$ cat config.mk
export PLATFORM = sky130hd
export DESIGN_NAME = nes_controller_reader
export DESIGN_NICKNAME = d
export VERILOG_FILES = /design/src/rtl/nes_pkg.sv /design/src/rtl/sync_2ff.sv /design/src/rtl/nes_controller_reader.sv
export SDC_FILE = /design/constraint.sdc
export NUM_CORES = 1
export LEC_CHECK = 0
export ABC_AREA = 1
export CAP_MARGIN = 20
export CORE_AREA = 2 2 61 63
export DETAILED_ROUTE_END_ITERATION = 6
export DIE_AREA = 0 0 63 65
export HOLD_SLACK_MARGIN = 0.12
export PLACE_DENSITY = 0.77
export SYNTH_ARGS = -nofsm -noshare
export SYNTH_HDL_FRONTEND = slang
export SYNTH_SLANG_ARGS = --single-unit
export TNS_END_PERCENT = 30
$ cat constraint.sdc
create_clock -name clk -period 1.76 [get_ports clk]
set_input_delay 0.352 -clock clk [delete_from_list [all_inputs] [get_ports clk]]
set_output_delay 0.352 -clock clk [all_outputs]
set_load 0.1 [all_outputs]
$ cat src/rtl/nes_pkg.sv
// Shared definitions for the NES/SNES game-pad reader.
// Holds the reader FSM state type, the button bit positions within the
// button word, and the default half serial-clock period.
package nes_pkg;

    typedef enum logic [2:0] {
        IDLE,
        LATCH,
        LOW,
        HIGH,
        DONE
    } nes_state_e;

    // Bit positions in the active-high button word; wire order is A first.
    localparam int unsigned BTN_A      = 0;
    localparam int unsigned BTN_B      = 1;
    localparam int unsigned BTN_SELECT = 2;
    localparam int unsigned BTN_START  = 3;
    localparam int unsigned BTN_UP     = 4;
    localparam int unsigned BTN_DOWN   = 5;
    localparam int unsigned BTN_LEFT   = 6;
    localparam int unsigned BTN_RIGHT  = 7;

    // 6 us at 25.175 MHz.
    localparam int unsigned HALF_PERIOD_DEFAULT = 151;

endpackage

$ cat src/rtl/sync_2ff.sv
// Generic two-flop synchroniser for a single asynchronous bit.
// Ports:
//   clk    - destination clock
//   rst_n  - synchronous active-low reset; both flops load RESET_VAL
//   d_i    - asynchronous input
//   q_o    - synchronised output (two cycles of latency)
module sync_2ff #(
    parameter logic RESET_VAL = 1'b0
) (
    input  logic clk,
    input  logic rst_n,
    input  logic d_i,
    output logic q_o
);

    logic meta_q;
    logic sync_q;

    always_ff @(posedge clk) begin
        if (!rst_n) begin
            meta_q <= RESET_VAL;
            sync_q <= RESET_VAL;
        end else begin
            meta_q <= d_i;
            sync_q <= meta_q;
        end
    end

    assign q_o = sync_q;

endmodule

$ cat src/rtl/nes_controller_reader.sv
// NES/SNES serial game-pad reader. On each start request it latches the pad,
// clocks out eight bits and publishes a frame-stable active-high button word
// with a one-cycle valid strobe.
// Ports:
//   clk         - system/pixel clock
//   rst_n       - synchronous active-low reset
//   start_i     - one-cycle read request, honoured only when idle
//   nes_data_i  - serial pad data, active-low, asynchronous
//   nes_latch_o - registered latch pulse to the pad
//   nes_clk_o   - registered shift clock to the pad
//   buttons_o   - {right,left,down,up,start,select,b,a}, active-high
//   valid_o     - one-cycle pulse when buttons_o has just been updated
//   busy_o      - high while a read is in progress
module nes_controller_reader
    import nes_pkg::*;
#(
    parameter int unsigned HALF_PERIOD = HALF_PERIOD_DEFAULT
) (
    input  logic       clk,
    input  logic       rst_n,
    input  logic       start_i,
    input  logic       nes_data_i,
    output logic       nes_latch_o,
    output logic       nes_clk_o,
    output logic [7:0] buttons_o,
    output logic       valid_o,
    output logic       busy_o
);

    localparam int unsigned CntW = $clog2(2 * HALF_PERIOD);
    localparam logic [CntW-1:0] HalfLast  = CntW'(HALF_PERIOD - 1);
    localparam logic [CntW-1:0] LatchLast = CntW'(2 * HALF_PERIOD - 1);

    nes_state_e      state_q, state_d;
    logic [CntW-1:0] cnt_q, cnt_d;
    logic [2:0]      idx_q, idx_d;
    logic [7:0]      sh_q, sh_d;
    logic [7:0]      buttons_q, buttons_d;
    logic            latch_q, latch_d;
    logic            nclk_q, nclk_d;
    logic            valid_q, valid_d;
    logic            busy_q, busy_d;
    logic            sd;

    // Idle line is high (pull-up), so reset the synchroniser to 1.
    sync_2ff #(
        .RESET_VAL (1'b1)
    ) u_data_sync (
        .clk   (clk),
        .rst_n (rst_n),
        .d_i   (nes_data_i),
        .q_o   (sd)
    );

    always_comb begin
        state_d = state_q;
        cnt_d   = cnt_q + CntW'(1);
        idx_d   = idx_q;
        sh_d    = sh_q;

        unique case (state_q)
            IDLE: begin
                cnt_d = '0;
                if (start_i) begin
                    state_d = LATCH;
                    idx_d   = 3'd0;
                end
            end
            LATCH: begin
                if (cnt_q == LatchLast) begin
                    state_d = LOW;
                    cnt_d   = '0;
                end
            end
            LOW: begin
                // Sample at the end of the low phase: data has settled for H cycles.
                if (cnt_q == HalfLast) begin
                    sh_d[idx_q] = ~sd;
                    state_d     = HIGH;
                    cnt_d       = '0;
                end
            end
            HIGH: begin
                if (cnt_q == HalfLast) begin
                    cnt_d = '0;
                    if (idx_q == 3'd7) begin
                        state_d = DONE;
                    end else begin
                        idx_d   = idx_q + 3'd1;
                        state_d = LOW;
                    end
                end
            end
            DONE: begin
                state_d = IDLE;
                cnt_d   = '0;
            end
            default: begin
                state_d = IDLE;
                cnt_d   = '0;
            end
        endcase

        // Outputs are registered from the next state so they line up with it.
        latch_d   = (state_d == LATCH);
        nclk_d    = (state_d == HIGH);
        valid_d   = (state_d == DONE);
        busy_d    = (state_d == LATCH) || (state_d == LOW) || (state_d == HIGH);
        buttons_d = (state_d == DONE) ? sh_q : buttons_q;
    end

    always_ff @(posedge clk) begin
        if (!rst_n) begin
            state_q   <= IDLE;
            cnt_q     <= '0;
            idx_q     <= 3'd0;
            sh_q      <= 8'h00;
            buttons_q <= 8'h00;
            latch_q   <= 1'b0;
            nclk_q    <= 1'b0;
            valid_q   <= 1'b0;
            busy_q    <= 1'b0;
        end else begin
            state_q   <= state_d;
            cnt_q     <= cnt_d;
            idx_q     <= idx_d;
            sh_q      <= sh_d;
            buttons_q <= buttons_d;
            latch_q   <= latch_d;
            nclk_q    <= nclk_d;
            valid_q   <= valid_d;
            busy_q    <= busy_d;
        end
    end

    assign nes_latch_o = latch_q;
    assign nes_clk_o   = nclk_q;
    assign buttons_o   = buttons_q;
    assign valid_o     = valid_q;
    assign busy_o      = busy_q;

endmodule

==> results.md <==
- # Max-Cap Violations: 0
- Layout area overhead: 24.3%
- Global Route Usage Sum: 16.4%
- Hold path cells: 1
- HPWL after DPL: 2.12 mm
- Crit Reg-Reg Startpoint: cnt_q[0]
- Final period util: 89.8%
- Avg Inst Size Synth: 7.47 um2
- Final Max Slew Viols: 0
- WHS Endpoint: u_data_sync.q_o
- Core outline area: 0.00350 mm2
- Crit Path Class: register to register
- Antenna violations before repair: 0
- Die Wd: 63 um
- DRC Markers: 0
- TritonRoute pass-1 iters: 4
- Crit end category: register
- Share of cells above drive strength 1: 15.4%
- Psw: 337 uW
- M1 WL: 1.43 mm
- Worst-Margin Slew: 273 ps
- Design area: 0.00203 mm2
- Routed len/inst: 10.3 um
- Status: completed
- Worst-skew pair later-pin latency: 350 ps
- Post-Route Skew: 9.46 ps
- Sequential area share after synthesis: 45.3%
- Fin nets: 249
- RR Endpoint: cnt_q[8]
- Mapped Nets: 228
- Max clock buf depth: 2
- # H-tree levels: 2
- Setup Total Neg Slack: 0 ps
- FF-to-FF path depth: 8
- RSZ-0062 raised after global routing: no
- Unique masters post-synth: 24
- Num CTS Buffers: 5
- Syn Inst Count: 219
- Critical Path RT: 2040 ps
- Final hold violation count: 0
- Syn. warnings: 0
- PD cells: 742 mW/mm2
- Final WL: 2.97 mm
- Die Y: 65 um
- CTS tree: yes
- DRT antenna net count: 0
- Worst hold path type: register to register
- # IOs: 16
- Gate power share: 6.4%
- P_int: 1.17 mW
- Post-DP Area: 0.00196 mm2
- Switching fraction of total power: 22.4%
- Vias in the first global route: 1294
- Startpoint types: register
- GPL Wtd Cong: 0.817
- Reg2reg setup slack: 180 ps
- CTS clk-pin slew, worst paths: 100 ps
- Post-CTS Setup Bufs: 0
- First-pass GRT wire length: 5.27 mm
- Via count: 1395
- CP max FO: 20
- Leak pwr: 0.812 nW
- Final Power: 1.51 mW
- Highest Signal Layer: met4
- Flops & latches, synth: 37
- Die Area: 0.00410 mm2
- Antenna cells: 0
- Vias/cell: 4.84
- WP data arrival: 1860 ps
- Sink Count: 37
- Flop pwr share: 56.6%
- WL met2: 1.36 mm
- Crit path time final: 1580 ps
- Min-delay src: u_data_sync.meta_q
- Row Count: 22
- Slew headroom: 81.8%
- WL met3: 113 um
- Initial Utilization: 46.8%
- GRT overflow: 0
- Clock power frac: 36.9%
- Largest net degree at the start of global routing: 21
- Cell Area, Synth: 0.00164 mm2
- Initial DRC count: 50
- Finish-stage setup viols: 0
- VDD IR max: 0.437 mV
- Fmax: 633 MHz
- PortBufs: 15
- Clock root cell: clkbuf_4
-- cell usage after synthesis (all sizes together) --
library cell,number,area [um2]
nor2,51,219
dfxtp,37,741
nand2,36,143
inv,23,86.3
nand3,17,85.1
a21oi,14,70.1
nand4,12,75.1
o21ai,12,60.1
ha,5,62.6
buf,4,35.0
or2,2,12.5
xor2,2,17.5
and2,1,8.76
clkbuf,1,3.75
o21bai,1,7.51
xnor2,1,8.76
-- flip-flops by register name (all words and copies together), names as in the netlist --
name,count
busy_o,1
state_q,3
idx_q,3
u_data_sync.meta_q,1
nes_latch_o,1
buttons_o,8
nes_clk_o,1
sh_q,8
cnt_q,9
u_data_sync.q_o,1
valid_o,1
-- power groups by stage --
stage / registers (mW) / clock network [mW] / logic, mW
2_1_floorplan: 0.900 / 0 / 0.0303
3_5_place_dp: 0.874 / 0 / 0.0955
3_3_place_gp: 0.873 / 0 / 0.0950
4_1_cts: 0.855 / 0.565 / 0.0962
5_1_grt: 0.856 / 0.592 / 0.103
6_report: 0.855 / 0.557 / 0.0970
-- metrics by stage --
stage          util [%]  hold WS [ps]  cells  setup slack (ps)
3_3_place_gp       56.0           395    281               233
6_report           58.1           426    288               180
2_1_floorplan         -           393    219               395
5_1_grt            58.1           446    288              28.4
3_5_place_dp       56.0           407    281               172
4_1_cts            58.1           430    288               150
-- worst max-delay path by stage --
stage	startpoint	end	cells past startpoint
finish	cnt_q[0]	cnt_q[8]	8
global route	cnt_q[0]	cnt_q[2]	8
CTS	cnt_q[0]	cnt_q[8]	8
detailed placement	cnt_q[0]	cnt_q[8]	8
global placement	cnt_q[0]	cnt_q[8]	8
floorplan	cnt_q[0]	sh_q[4]	9
-- final cells by class --
class,count,area [um2]
sequential,37,741
clock buffer,5,37.5
fill,318,1460
multi-input combinational,154,772
tap,48,60.1
inverter,23,86.3
clock inverter,2,35.0
timing repair buffer,19,300
-- cells by family (layout without fill, tap and decap cells) --
group / count (synthesis) / count (layout) / synth area share [%]
buf+inv: 28 / 49 / 7.65
flops: 37 / 37 / 45.3
fa+ha+maj: 5 / 5 / 3.83
xor+xnor: 3 / 3 / 1.61
compound gates: 27 / 27 / 8.42
simple gates: 119 / 119 / 33.2
-- per-layer routing --
layer,up-vias,track usage (%)
met5,-,0
met4,0,10.0
met3,7,3.30
met2,18,27.0
met1,622,19.8
li1,748,-
-- placed cells by master (no fill, tap or decap), drive strengths merged --
master          n
nor2           51
dfxtp          37
nand2          36
inv            23
nand3          17
buf            16
a21oi          14
nand4          12
o21ai          12
ha              5
clkbuf          5
clkdlybuf4s50   3
or2             2
xor2            2
o21bai          1
and2            1
xnor2           1
bufinv          1
clkinv          1
-- worst max-delay path: stages (launching register included) --
cell     delay [ps]
dfxtp_1         410
inv_1            60
ha_1            200
nand2_2          80
nor2_4           50
and2_4          210
o21ai_0         210
nand2_2         160
a21oi_1         140
-- timing repair --
| action | CTS | global route |
|---|---|---|
| endpoints found under the setup margin | 0 | 5 |
| gates resized for setup | 0 | 1 |
| hold buffers | 0 | 0 |
Note: power is estimated with default switching activity, not from simulation.
